File: src/rtl/atm_msg_pkg.sv
// Shared types and constants for the ATM message sequencer.
// Optional abort support is enabled with ATM_MSG_ABORT_EN.
package atm_msg_pkg;

    localparam int MSG_W       = 8;
    localparam int NUM_ENTRIES = 16;
    localparam int SEL_W       = 4;
    localparam int LEN_W       = 5;
    localparam int MAX_LEN     = NUM_ENTRIES;

    typedef enum logic [1:0] {
        IDLE   = 2'd0,
        FETCH  = 2'd1,
        SEND   = 2'd2,
        FINISH = 2'd3
    } state_t;

    function automatic logic [LEN_W-1:0] clamp_len(
        input logic [LEN_W-1:0] len
    );
        if (len > LEN_W'(MAX_LEN)) return LEN_W'(MAX_LEN);
        return len;
    endfunction

endpackage

File: src/rtl/atm_msg_index_counter.sv
// Message index counter: clear, increment and last-entry compare.
// Used by atm_msg_sequencer (ATM_MSG_ABORT_EN does not affect it).
module atm_msg_index_counter
    import atm_msg_pkg::*;
(
    input  logic             clk,
    input  logic             rst_n,
    input  logic             i_clr,
    input  logic             i_inc,
    input  logic [LEN_W-1:0] i_len,
    output logic [SEL_W-1:0] o_idx,
    output logic             o_last
);

    logic [SEL_W-1:0] r_idx;
    logic [LEN_W-1:0] w_last_idx;

    always_ff @(posedge clk or negedge rst_n) begin
        if (!rst_n) begin
            r_idx <= '0;
        end else if (i_clr) begin
            r_idx <= '0;
        end else if (i_inc) begin
            r_idx <= r_idx + SEL_W'(1);
        end
    end

    // Compare in LEN_W bits so a 16-byte message ends at index 15.
    assign w_last_idx = i_len - LEN_W'(1);
    assign o_last     = ({1'b0, r_idx} == w_last_idx);
    assign o_idx      = r_idx;

endmodule

File: src/rtl/atm_msg_sequencer.sv
// Steps the 16:1 message mux and streams bytes over valid/ready.
// Define ATM_MSG_ABORT_EN to add the Abort input.
module atm_msg_sequencer
    import atm_msg_pkg::*;
#(
    parameter int DATA_W = MSG_W
) (
    input  logic              Clock,
    input  logic              Resetn,
    input  logic              Start,
    input  logic [LEN_W-1:0]  Len,
    output logic [SEL_W-1:0]  S,
    input  logic [DATA_W-1:0] MuxF,
    output logic [DATA_W-1:0] Data,
    output logic              Valid,
    input  logic              Ready,
    output logic              Busy,
    output logic              Done
`ifdef ATM_MSG_ABORT_EN
    ,
    input  logic              Abort
`endif
);

    state_t           r_state;
    logic [LEN_W-1:0] r_len;
    logic [DATA_W-1:0] r_data;
    logic             r_valid;
    logic             r_busy;
    logic             r_done;

    logic             w_abort;
    logic             w_start;
    logic             w_accept;
    logic             w_clr;
    logic             w_inc;
    logic             w_last;
    logic [SEL_W-1:0] w_idx;

`ifdef ATM_MSG_ABORT_EN
    assign w_abort = Abort;
`else
    assign w_abort = 1'b0;
`endif

    assign w_start  = Start & ~w_abort;
    assign w_accept = (r_state == SEND) & r_valid & Ready;
    assign w_clr    = (r_state == IDLE) & w_start & (Len != '0);
    // Abort wins over a same-cycle handshake: the byte is not counted.
    assign w_inc    = w_accept & ~w_last & ~w_abort;

    atm_msg_index_counter u_idx (
        .clk    (Clock),
        .rst_n  (Resetn),
        .i_clr  (w_clr),
        .i_inc  (w_inc),
        .i_len  (r_len),
        .o_idx  (w_idx),
        .o_last (w_last)
    );

    always_ff @(posedge Clock or negedge Resetn) begin
        if (!Resetn) begin
            r_state <= IDLE;
            r_len   <= '0;
            r_data  <= '0;
            r_valid <= 1'b0;
            r_busy  <= 1'b0;
            r_done  <= 1'b0;
        end else if (w_abort && (r_state != IDLE)) begin
            r_state <= IDLE;
            r_valid <= 1'b0;
            r_busy  <= 1'b0;
            r_done  <= 1'b0;
        end else begin
            unique case (r_state)
                IDLE: begin
                    if (w_start) begin
                        r_busy <= 1'b1;
                        if (Len == '0) begin
                            r_state <= FINISH;
                            r_done  <= 1'b1;
                        end else begin
                            r_len   <= clamp_len(Len);
                            r_state <= FETCH;
                        end
                    end
                end
                FETCH: begin
                    r_data  <= MuxF;
                    r_valid <= 1'b1;
                    r_state <= SEND;
                end
                SEND: begin
                    if (w_accept) begin
                        r_valid <= 1'b0;
                        if (w_last) begin
                            r_state <= FINISH;
                            r_done  <= 1'b1;
                        end else begin
                            r_state <= FETCH;
                        end
                    end
                end
                FINISH: begin
                    r_done  <= 1'b0;
                    r_busy  <= 1'b0;
                    r_state <= IDLE;
                end
            endcase
        end
    end

    assign S     = w_idx;
    assign Data  = r_data;
    assign Valid = r_valid;
    assign Busy  = r_busy;
    assign Done  = r_done;

endmodule

File: config.mk
export PLATFORM = sky130hd
export DESIGN_NAME = atm_msg_sequencer
export DESIGN_NICKNAME = d
export VERILOG_FILES = /design/src/rtl/atm_msg_pkg.sv /design/src/rtl/atm_msg_index_counter.sv /design/src/rtl/atm_msg_sequencer.sv
export SDC_FILE = /design/constraint.sdc
export NUM_CORES = 1
export LEC_CHECK = 0
export ABC_AREA = 1
export ABC_CLOCK_PERIOD_IN_PS = 3600
export BUFFER_PORTS_ARGS = -buffer_cell sky130_fd_sc_hd__buf_2
export CAP_MARGIN = 10
export CORE_ASPECT_RATIO = 1.5
export CORE_MARGIN = 5
export CORE_UTILIZATION = 50
export CTS_CLUSTER_DIAMETER = 150
export DETAILED_ROUTE_END_ITERATION = 12
export GPL_ROUTABILITY_DRIVEN = 0
export PLACE_DENSITY_LB_ADDON = 0.2
export SLEW_MARGIN = 10
export SYNTH_ARGS = -nofsm -noshare
export SYNTH_HDL_FRONTEND = slang
export SYNTH_SLANG_ARGS = --single-unit
File: constraint.sdc
create_clock -name Clock -period 3.6 [get_ports Clock]
set_input_delay 0.36 -clock Clock [delete_from_list [all_inputs] [get_ports Clock]]
set_output_delay 0.36 -clock Clock [all_outputs]
set_load 0.1 [all_outputs]
* Word level (Yosys, flattened, before mapping)
Cells that the tools add are included.
Word-level totals: register bits 22, bits of input ports 17, logic and storage cells 59
Cells by class: add/sub/neg operators 2, $lt $le $gt $ge 1, equality and inequality tests 8, mux-type cells 22, bitwise operators 7, reductions and logical operators 12
Operators with widths (count):
- 2-to-1 mux 1 bit | 10
- 2-to-1 mux 5 bit | 2
- 2-to-1 mux 2 bit | 4
- 2-to-1 mux 4 bit | 2
- case mux 2 bit (4 select lines) | 1
- != test 2 bit (second input constant) | 3
- AND reduction 2 bit | 3
- nonzero test 2 bit | 3
- bitwise AND 1 bit | 5
- equality test 4 x 5 -> 1 bit | 1
- greater-than comparator 5 bit (second input constant) | 1
- zero test 5 bit | 1
- AND reduction 5 bit | 1
- nonzero test 5 bit | 1
- subtractor 5 x 1 -> 5 bit (second input constant) | 1
- adder 4 x 1 -> 4 bit (second input constant) | 1
- equality test 2 bit (second input constant) | 2
- case mux 1 bit (2 select lines) | 2
- case mux 1 bit (3 select lines) | 1
- AND reduction 3 bit | 1
- nonzero test 3 bit | 1
- equality test 2 x 1 -> 1 bit (second input constant) | 1
- zero test 2 bit | 1
- != test 2 x 1 -> 1 bit (second input constant) | 1
- NOT 1 bit | 2

* Logic depth before layout (Yosys ltp)
Gate-level depths: netlist of the first run.
depth in word-level cells 6, gate-level depth with buffers 13, depth with buffers taken out 13

* Cells and area by module
A second synthesis of the first run with hierarchy kept.
Second synthesis, totals: cells, all modules 133, area total of the unflattened synthesis 1184.9 um^2
Modules (own cells, without submodules):
- atm_msg_sequencer | times used 1, cells an instance 77, area each 837.1 um^2, seq. area each 450.4 um^2
- atm_msg_index_counter | times used 1, cells an instance 56, area each 347.8 um^2, seq. area each 100.1 um^2

* Worst setup path before layout of the first run
OpenSTA, ideal clock, no wires.
kind register -> register, from reg u_idx.r_idx[3] (netlist: u_idx.o_idx[3]), to reg u_idx.r_idx[2] (netlist: u_idx.o_idx[2]), library setup time 125 ps, data arrival time 1760 ps, data required time 3475 ps, slack 1715 ps, stages on the path, launching flop included 12, cells stage by stage dfrtp_1 -> inv_2 -> nand2_1 -> nand2_1 -> nand2_1 -> nand2_1 -> nor2_1 -> nand2_1 -> nand2_1 -> nand2_1 -> nand2_1 -> o21ai_1
On the way: word-level cells in the longest chain between the ends 4
RTL lines:
- start, declared | line atm_msg_index_counter.sv:15 | logic [SEL_W-1:0] r_idx;
- start signal, assigned | line atm_msg_index_counter.sv:24 | r_idx <= r_idx + SEL_W'(1);
- equality test 4 x 5 -> 1 bit | line atm_msg_index_counter.sv:30 | assign o_last = ({1'b0, r_idx} == w_last_idx);
- NOT 1 bit | line atm_msg_sequencer.sv:50 | assign w_inc = w_accept & ~w_last & ~w_abort;
- bitwise AND 1 bit | line atm_msg_sequencer.sv:50
- nonzero test 2 bit (no line)
Every way passes these cells. A chain may end at the register's enable or synchronous reset.

* Worst setup path after layout of the first run
from reg r_len[0], to reg u_idx.r_idx[2] (netlist: u_idx.o_idx[2])
On the way: word-level cells in the longest chain between the ends 5
RTL lines:
- start, declared | line atm_msg_sequencer.sv:26 | logic [LEN_W-1:0] r_len;
- start signal, assigned | line atm_msg_sequencer.sv:84 | r_len <= clamp_len(Len);
- subtractor 5 x 1 -> 5 bit | line atm_msg_index_counter.sv:29 | assign w_last_idx = i_len - LEN_W'(1);
- equality test 4 x 5 -> 1 bit | line atm_msg_index_counter.sv:30
- NOT 1 bit | line atm_msg_sequencer.sv:50
- bitwise AND 1 bit | line atm_msg_sequencer.sv:50
- nonzero test 2 bit (no line)
Every way passes these cells.

==> flow_metrics.py, run 1 <==
metrics = {
    "run_status": {
        "outcome": "complete, but fails checks",
        "failed_checks": "hold timing",
    },
    "critical_path": {
        "cpMostUsedCell": "nand2_1",
        "reg2reg_depth": 12,
        "cpMaxStageDelayCell": "dfrtp_1",
        "critical_path_buf_inv_count": 2,
        "cp_top_family": "simple AND/OR/NAND/NOR gates",
        "cp-end-kind": "flip-flop",
        "path_max_fanout": 6,
        "arrival_ns": 1.91,
        "cp.required_ns": 3.80,
        "crit_path_max_incr_delay_ns": 0.40,
        "critPathKind": "flip-flop to flip-flop",
        "cp-start-kind": "flip-flop",
        "critical_path.cell_chain": "inv_1 > ha_1 > nand2_1 > inv_1 > nor2_1 > nand3_1 > nor2_1 > nand2_1 > nand2_1 > nand2_1 > nand2_1 > o21ai_1",
        "cp.depth": 12,
    },
    "clock_network": {
        "cts_tree": "done",
        "htree_levels": 1,
        "cts_buffer_depth": 2,
        "clockRootBuffer": "clkbuf_4",
        "insertion_delay_ns": 0.30,
        "cts_inserted_buffers": 3,
        "cts.sinks": 22,
        "ctsResizeCount": 0,
        "clkTransAtPathRegs_ns": 0.11,
        "cts_hold_buf": 0,
        "cts_setup_buffers": 0,
    },
    "sta": {
        "timing.fmax_ghz": 0.5846,
        "hold_violations": 1,
        "fin_skew_ns": 0.005841,
        "slew_viol_final": 0,
        "whs_ns": -0.00005479,
        "finalSetupTns_ns": 0,
        "fin_crit_sh_pct": 47.52,
        "min_period_ns": 1.711,
        "grt_setup_unrepaired": "no",
        "relSlewSlack_pct": 67.93,
        "setup-violations-final": 0,
        "worst_slew_pin_slew_ns": 0.4810,
    },
    "detailed_routing": {
        "viasPerCell": 5.175,
        "drc_errors": 0,
        "routedWlPerCell_um": 12.14,
        "dr.pass1.iters": 4,
        "drt_first_iter_violations": 27,
        "drt_wl_total_um": 2295,
        "antenna_left": 0,
        "route.vias.total": 978,
    },
    "die": {
        "initial_core_util_pct": 50.77,
        "die_w_um": 48.43,
        "die_area_mm2": 0.003275,
        "coreArea_mm2": 0.002181,
        "ios": 32,
        "die_y_um": 67.64,
        "rows": 21,
    },
    "synth": {
        "ys.flop_type": "dfrtp_1",
        "syn-instance-count": 132,
        "synth_nets": 151,
        "ys_seq_area_share_pct": 49.72,
        "synth_area_mm2": 0.001107,
        "synth_cell_types": 20,
        "yosys-top-cells-count": "nand2_1 (40), dfrtp_1 (22), nand3_1 (14)",
        "yosys.area.top_type": "dfrtp_1",
        "synthArstFlopShare_pct": 100.0,
        "synth.most_common_cell": "nand2_1",
        "yosys-top-cells-area": "dfrtp_1 (50%), nand2_1 (14%), mux2_2 (8.1%), nand3_1 (6.3%), nor2_1 (3.7%)",
        "synth_edf_count": 0,
        "synthDominantCellAreaShare_pct": 49.72,
        "synth_warnings": 0,
        "synth-seq-cells": 22,
        "syn_avg_cell_area_um2": 8.389,
    },
    "global_route": {
        "grt_pass1_wl_um": 4008,
        "track_usage_pct": 15.60,
        "grt_overflow": 0,
        "grt_max_degree": 23,
        "grt_pass1_vias": 982,
        "grt_antenna_before_repair": 0,
    },
    "final_layout": {
        "layout-drive-gt1-share_pct": 30.72,
        "fin_nets": 187,
        "fill_cells": 202,
        "n_antenna_cell": 0,
        "area_growth_pct": 18.64,
    },
    "placement": {
        "port_buffers": 31,
        "dp_hpwl_um": 1856,
    },
    "job": {
        "drv_cap": 0,
    },
    "worst_hold_path": {
        "worstHoldPathType": "input port to async pin",
    },
}
worst paths after layout:
kind	from	endpoint	slack, ns
min	Resetn	u_idx.o_idx[0]	-0.00005
max	r_len[0]	u_idx.o_idx[2]	1.89
max reg2reg	r_len[0]	u_idx.o_idx[2]	1.89
min in group Clock	MuxF[2]	Data[2]	0.28
min reg2reg	Done	Done	0.48
max in group asynchronous	Resetn	Data[7]	3.27
stage by stage:
stage	setup slack (ns)	instance area [um^2]	std cells	utilization, %	hold WS (ns)
finish	1.889	1314	189	60.24	-0.00005479
floorplan	1.715	1107	132	-	0.06441
global placement	1.994	1291	186	59.21	0.3470
detailed placement	1.893	1291	186	59.21	0.3555
CTS	1.890	1314	189	60.24	0.01260
global route	1.642	1314	189	60.24	0.03110
cell usage in the layout, fill, tap and decap left out:
cell,netlist,final
nand2_1,40,40
buf_2,0,31
dfrtp_1,22,22
nand3_1,14,14
nor2_1,11,11
inv_1,10,10
mux2_2,8,8
inv_2,5,5
o21ai_0,5,5
o21ai_1,3,3
clkbuf_4,0,3
a21oi_1,2,2
nand4_1,2,2
ha_1,2,2
nor2_4,1,1
nand3_2,1,1
o31ai_1,1,1
nor2_2,1,1
nand3b_1,1,1
clkinv_1,1,1
xor2_1,1,1
or2_2,1,1
routing by layer:
metal,GRT usage (%),up-vias,wire length (um)
li1,-,496,-
met1,16.11,455,905
met2,29.74,23,1233
met3,2.428,4,116
met4,8.304,0,40
met5,0,-,0
sequential cells by signal, indices dropped and copies added, names as in the netlist:
signal / count
r_len: 5
Data: 8
Busy: 1
Done: 1
u_idx.o_idx: 4
Valid: 1
r_state: 2
area by class of cell:
type / count / area (um^2) / share of cell area [%]
Timing Repair Buffer: 31 / 155.1 / 11.81
Sequential cell: 22 / 550.5 / 41.90
Multi-Input combinational cell: 94 / 496.7 / 37.81
Inverter: 16 / 60.06 / 4.571
Tap cell: 23 / 28.78 / 2.190
Clock buffer: 3 / 22.52 / 1.714
cell families (layout without fill, tap and decap cells):
logic type / count (synthesis) / after routing / share of synthesized area (%)
flops: 22 / 22 / 49.72
mux: 8 / 8 / 8.136
xor+xnor: 1 / 1 / 0.7911
compound gates: 11 / 11 / 5.197
buf+inv: 16 / 50 / 5.424
simple gates: 72 / 72 / 28.48
fa+ha+maj: 2 / 2 / 2.260
Power of run 1 is not shown: default switching activity piles up to over one toggle a cycle in this logic, so the estimate is an artifact.
==> run 2: changes to the inputs <==
--- a/config.mk
+++ b/config.mk
@@ -6,12 +6,12 @@
 export NUM_CORES = 1
 export LEC_CHECK = 0
 export ABC_AREA = 1
-export ABC_CLOCK_PERIOD_IN_PS = 3600
+export ABC_CLOCK_PERIOD_IN_PS = 1570
 export BUFFER_PORTS_ARGS = -buffer_cell sky130_fd_sc_hd__buf_2
 export CAP_MARGIN = 10
 export CORE_ASPECT_RATIO = 1.5
 export CORE_MARGIN = 5
-export CORE_UTILIZATION = 50
+export CORE_UTILIZATION = 45
 export CTS_CLUSTER_DIAMETER = 150
 export DETAILED_ROUTE_END_ITERATION = 12
 export GPL_ROUTABILITY_DRIVEN = 0
==> constraint.sdc (replaced) <==
create_clock -name Clock -period 1.57 [get_ports Clock]
set_input_delay 0.157 -clock Clock [delete_from_list [all_inputs] [get_ports Clock]]
set_output_delay 0.157 -clock Clock [all_outputs]
set_load 0.1 [all_outputs]
==> run 2 against run 1 <==
  * The flow now finishes without violations
  * Register-to-register slack got worse by 1.8 ns
  * Die area increased by 9.1%
  * Highest routed layer unchanged
  * Sequential share of layout area decreased by 2.8 points
==> flow_metrics.py, run 2 (synthesis results as in run 1) <==
metrics = {
    "global_route": {
        "grtUsageMet3_pct": 1.684,
        "track_usage_pct": 14.98,
        "use_met1_pct": 16.49,
        "grt_antenna_before_repair": 0,
        "grt_pass1_vias": 1017,
        "grt.busiest_layer": "met2",
        "grt_pass1_wl_um": 4271,
        "grt_max_degree": 23,
        "grt_overflow": 0,
        "grt_util_met2_pct": 27.90,
    },
    "critical_path": {
        "reg2reg_depth": 11,
        "cp-start-kind": "flip-flop",
        "worstReg2RegStart": "r_len[1]",
        "rrSetupSlack_ns": 0.07,
        "cp-end-kind": "flip-flop",
        "cp.required_ns": 1.78,
        "worstReg2RegEnd": "u_idx.o_idx[0]",
        "path_max_fanout": 5,
        "arrival_ns": 1.71,
        "critPathKind": "flip-flop to flip-flop",
    },
    "job": {
        "drv_cap": 0,
    },
    "sta": {
        "timing.fmax_ghz": 0.6665,
        "relSlewSlack_pct": 67.61,
        "hold_violations": 0,
        "slew_viol_final": 0,
        "setup-violations-final": 0,
        "fin_skew_ns": 0.01441,
        "worst_slew_pin_slew_ns": 0.4893,
        "fin_crit_sh_pct": 95.56,
        "grt_setup_unrepaired": "yes",
        "whs_ns": 0.07676,
        "min_period_ns": 1.500,
    },
    "detailed_routing": {
        "dr.pass1.iters": 4,
        "route.vias.total": 991,
        "routedWlPerCell_um": 12.16,
        "viasPerCell": 5.005,
        "drt_first_iter_violations": 14,
        "antenna_left": 0,
        "drc_errors": 0,
        "drt_wl_total_um": 2407,
    },
    "run_status": {
        "outcome": "completed",
    },
    "die": {
        "die_y_um": 70.76,
        "die_area_mm2": 0.003573,
        "die_w_um": 50.50,
        "rows": 22,
        "coreArea_mm2": 0.002395,
        "ios": 32,
        "initial_core_util_pct": 46.24,
    },
    "final_layout": {
        "mostFrequentLayoutCells": "nand2_1 (35), buf_2 (31), dfrtp_1 (17)",
        "layout-drive-gt1-share_pct": 42.53,
        "fin_cells": 198,
        "largest_reg_flops": 8,
        "area_growth_pct": 28.59,
        "fill_cells": 224,
        "final_common_cell": "nand2_1",
        "n_antenna_cell": 0,
        "fin_nets": 194,
        "fin_util_pct": 59.46,
    },
    "clock_network": {
        "cts.sinks": 22,
        "insertion_delay_ns": 0.30,
        "cts_inserted_buffers": 3,
        "htree_levels": 1,
        "clockRootBuffer": "clkbuf_4",
        "clkTransAtPathRegs_ns": 0.13,
        "cts_buffer_depth": 2,
        "cts_tree": "done",
    },
    "placement": {
        "port_buffers": 31,
        "dp.cells": 192,
        "dp_hpwl_um": 1916,
    },
    "worst_hold_path": {
        "hold_depth": 2,
        "hp-start": "MuxF[0]",
        "worstHoldPathType": "input port to flip-flop",
        "hold_path_end": "Data[0]",
    },
}
## run 2: cell types whose count changed in the layout (fill, tap and decap cells not counted), moves of 5 or more
cell,delta
buf_4,+6
dfrtp_2,+5
nand2_1,-5
dfrtp_1,-5
## run 2: critical path: stages (launching register included)
cell and delay, ns:
dfrtp_1 0.39, inv_2 0.08, ha_4 0.21, nand2_2 0.06
inv_2 0.03, nor2_2 0.07, nand3_1 0.06, nor2_1 0.12
nand2_2 0.11, buf_4 0.15, nand4_1 0.08, o21ai_2 0.06
## run 2: stage by stage
step	TNS [ns]	area, um^2	setup slack, ns
floorplan	-0.01785	1114	-0.01785
global placement	0	1336	0.01615
detailed placement	-0.05617	1336	-0.03790
CTS	0	1395	0.01765
global route	-0.2191	1424	-0.06387
finish	0	1424	0.06963
## run 2: final cells by class
class                      instances  area (um^2)  share of cell area (%)
sequential                        22        556.8                   39.10
multi-input combinational         94        540.5                   37.96
timing repair buffer              38        210.2                   14.76
inverter                          16        60.06                   4.218
tap                               24        30.03                   2.109
clock buffer                       4        26.28                   1.845
## run 2: routing by layer
layer  vias to the layer above  wire [um]
met3                         2        112
li1                        509          -
met4                         0         33
met2                        18       1315
met5                         -          0
met1                       462        945
## run 2: how the worst max path moves through the flow
stage,startpoint,to,cells after the start
detailed placement,r_len[0],u_idx.o_idx[2],12
floorplan,u_idx.o_idx[3],u_idx.o_idx[2],11
CTS,r_len[1],u_idx.o_idx[2],12
global route,r_len[0],u_idx.o_idx[0],11
finish,r_len[1],u_idx.o_idx[0],11
global placement,r_len[0],u_idx.o_idx[2],12
## run 2: timing repair
| action | in CTS | in global routing |
|---|---|---|
| endpoints found under the hold margin | 22 | 0 |
| pin swaps | 6 | 3 |
| setup buffers | 1 | 0 |
| resized for setup | 5 | 10 |
| hold buffers | 1 | 0 |
| setup endpoints to repair | 4 | 6 |
Power of run 2 is left out for the same reason.
==> run 3: changes to the inputs <==
--- a/config.mk
+++ b/config.mk
@@ -5,7 +5,6 @@
 export SDC_FILE = /design/constraint.sdc
 export NUM_CORES = 1
 export LEC_CHECK = 0
-export ABC_AREA = 1
 export ABC_CLOCK_PERIOD_IN_PS = 1570
 export BUFFER_PORTS_ARGS = -buffer_cell sky130_fd_sc_hd__buf_2
 export CAP_MARGIN = 10
==> run 3 against run 2 <==
  * The run now ends with setup timing left
  * Setup slack worse by 0.19 ns
  * Area after synthesis is 0.90% lower
  * Global-route usage is 1.8 points lower
  * Flip-flop and latch count stayed put
  * Routed wire length is 9.6% lower
  * Maximum frequency is 11% lower
  * First-iteration DRC count is 43% lower
  * Largest cell class unchanged
==> flow_metrics.py, run 3 <==
metrics = {
    "run_status": {
        "outcome": "complete, but fails checks",
        "failed_checks": "setup timing",
    },
    "synth": {
        "ys.flop_type": "dfrtp_1",
        "synth.most_common_cell": "dfrtp_1",
        "synth_top_family_by_area": "simple AND/OR/NAND/NOR gates",
        "yosys.area_share.simple_pct": 20.18,
        "syn_avg_cell_area_um2": 10.86,
        "synth_warnings": 0,
        "synthArstFlopShare_pct": 100.0,
        "synth_cell_types": 27,
        "synth_edf_count": 0,
        "yosys-top-cells-count": "dfrtp_1 (22), nand2_1 (16), mux2_2 (8)",
        "synth-seq-cells": 22,
        "synth_area_mm2": 0.001097,
        "yosys-top-cells-area": "dfrtp_1 (50%), mux2_2 (8.2%), nand2_1 (5.5%), mux2i_1 (4.6%), nand3b_1 (3.4%)",
        "synth-compound-area-share_pct": 8.096,
        "synth_nets": 120,
        "synthMuxAreaShare_pct": 12.77,
        "syn-instance-count": 101,
        "ys_seq_area_share_pct": 50.17,
        "synth-adder-area-share_pct": 2.281,
        "synth_xor_area_share_pct": 3.991,
        "synthDominantCellAreaShare_pct": 50.17,
        "yosys.area.top_type": "dfrtp_1",
    },
    "clock_network": {
        "cts_tree": "done",
        "cts_inserted_buffers": 3,
        "htree_levels": 1,
        "clockRootBuffer": "clkbuf_4",
        "clkTransAtPathRegs_ns": 0.12,
        "cts.sinks": 22,
        "insertion_delay_ns": 0.30,
        "cts_buffer_depth": 2,
    },
    "critical_path": {
        "reg2reg_depth": 5,
        "arrival_ns": 1.92,
        "critPathKind": "flip-flop to flip-flop",
        "cp.required_ns": 1.80,
        "path_max_fanout": 5,
        "cp-start-kind": "flip-flop",
        "cp-end-kind": "flip-flop",
    },
    "final_layout": {
        "layout-drive-gt1-share_pct": 46.81,
        "largest_reg_flops": 8,
        "final_common_cell": "buf_2",
        "final_area_mm2": 0.001421,
        "n_antenna_cell": 0,
        "fill_cells": 208,
        "multiInputGateArea_um2": 546.8,
        "fin_util_pct": 59.35,
        "regArea_um2": 563.0,
        "fin_nets": 161,
        "mostFrequentLayoutCells": "buf_2 (31), dfrtp_1 (16), nand2_1 (16)",
        "area_growth_pct": 29.53,
    },
    "global_route": {
        "grt_overflow": 0,
        "grt_antenna_before_repair": 0,
        "track_usage_pct": 13.16,
        "grt_pass1_wl_um": 3788,
        "grt_max_degree": 23,
        "grt_pass1_vias": 917,
    },
    "detailed_routing": {
        "viasPerCell": 5.212,
        "routedWlPerCell_um": 13.19,
        "met3_length_um": 119,
        "drt_wl_total_um": 2177,
        "topRoutingLayerUsed": "met4",
        "wl_met1_um": 873,
        "wl_met2_um": 1167,
        "drc_errors": 0,
        "antenna_left": 0,
        "dr.pass1.iters": 3,
        "drt_first_iter_violations": 8,
        "route.vias.total": 860,
    },
    "sta": {
        "slew_viol_final": 0,
        "setup-violations-final": 6,
        "timing.fmax_ghz": 0.5914,
        "relSlewSlack_pct": 67.18,
        "hold_violations": 0,
        "layout_setup_ws_ns": -0.1210,
        "fin_skew_ns": 0.002276,
        "fin_crit_sh_pct": 107.7,
        "min_period_ns": 1.691,
        "grt_setup_unrepaired": "yes",
        "finalSetupTns_ns": -0.4415,
        "worst_slew_pin_slew_ns": 0.4957,
    },
    "job": {
        "drv_cap": 0,
    },
    "placement": {
        "dpl_cell_area_mm2": 0.001330,
        "dp_hpwl_um": 1740,
        "port_buffers": 31,
    },
    "die": {
        "die_w_um": 50.32,
        "die_y_um": 70.48,
        "initial_core_util_pct": 45.82,
        "coreArea_mm2": 0.002395,
        "ios": 32,
        "die_area_mm2": 0.003547,
        "rows": 22,
    },
    "worst_hold_path": {
        "worstHoldPathType": "input port to flip-flop",
        "hold_depth": 2,
    },
}
==> run 3: changes by cell type in the layout (fill, tap and decap cells not counted), sizes merged, moves of 5 or more <==
cell and change:
mux2i +5, nand3 -13, nor2 -6, nand2 -24
inv -10
==> run 3: metrics by stage <==
| stage | instances | hold slack [ns] | setup slack [ns] |
|---|---|---|---|
| 2_1_floorplan | 101 | -0.1386 | -0.2087 |
| 3_3_place_gp | 160 | 0.1453 | -0.1366 |
| 3_5_place_dp | 160 | 0.1472 | -0.2049 |
| 4_1_cts | 165 | 0.06377 | -0.1384 |
| 5_1_grt | 165 | 0.05930 | -0.1984 |
| 6_report | 165 | 0.07292 | -0.1210 |
==> run 3: path summary, 6_finish.rpt <==
kind,end,slack (ns),startpoint
max,u_idx.o_idx[2],-0.12,u_idx.o_idx[2]
min,Data[4],0.07,MuxF[4]
max reg2reg,u_idx.o_idx[2],-0.12,u_idx.o_idx[2]
min reg2reg,Data[7],0.52,Data[7]
max in group asynchronous,u_idx.o_idx[2],0.87,Resetn
min in group asynchronous,r_len[4],0.33,Resetn
==> run 3: cells by family after synthesis <==
| group | count (synthesis) |
|---|---|
| AOI/OAI and AO/OA | 13 |
| xor gates and xnor gates | 5 |
| adders and majority gates | 2 |
| buffers and inverters | 7 |
| DFF | 22 |
| muxes | 13 |
| and+or+nand+nor | 39 |
==> run 3: worst max-delay path, stage by stage, from the launching register on <==
cell     delay, ns
dfrtp_4       0.52
xor2_1        0.15
nor3_1        0.07
o311a_4       0.41
nor4b_4       0.27
mux2i_1       0.20
==> run 3: routing by layer <==
metal | vias to the layer above | global-route usage, %
met4 | 0 | 5.966
met3 | 2 | 2.132
met1 | 408 | 14.81
li1 | 429 | -
met2 | 21 | 23.36
met5 | - | 0
==> run 3: what timing repair did <==
item,4_1_cts,5_1_grt
hold buffers,1,0
pin swaps,5,0
endpoints found under the setup margin,6,13
endpoints found under the hold margin,22,0
buffers inserted,0,0
resized for setup,7,2
==> run 3: layout make-up <==
cell class              count  share of cell area, %
clock buffers               3                  1.585
clock inverters             1                  2.113
inverters                   5                  1.320
multi-input cells          72                  38.47
flip-flops and latches     22                  39.61
well taps                  24                  2.113
repair buffers             38                  14.79
Power of run 3 is left out for the same reason.
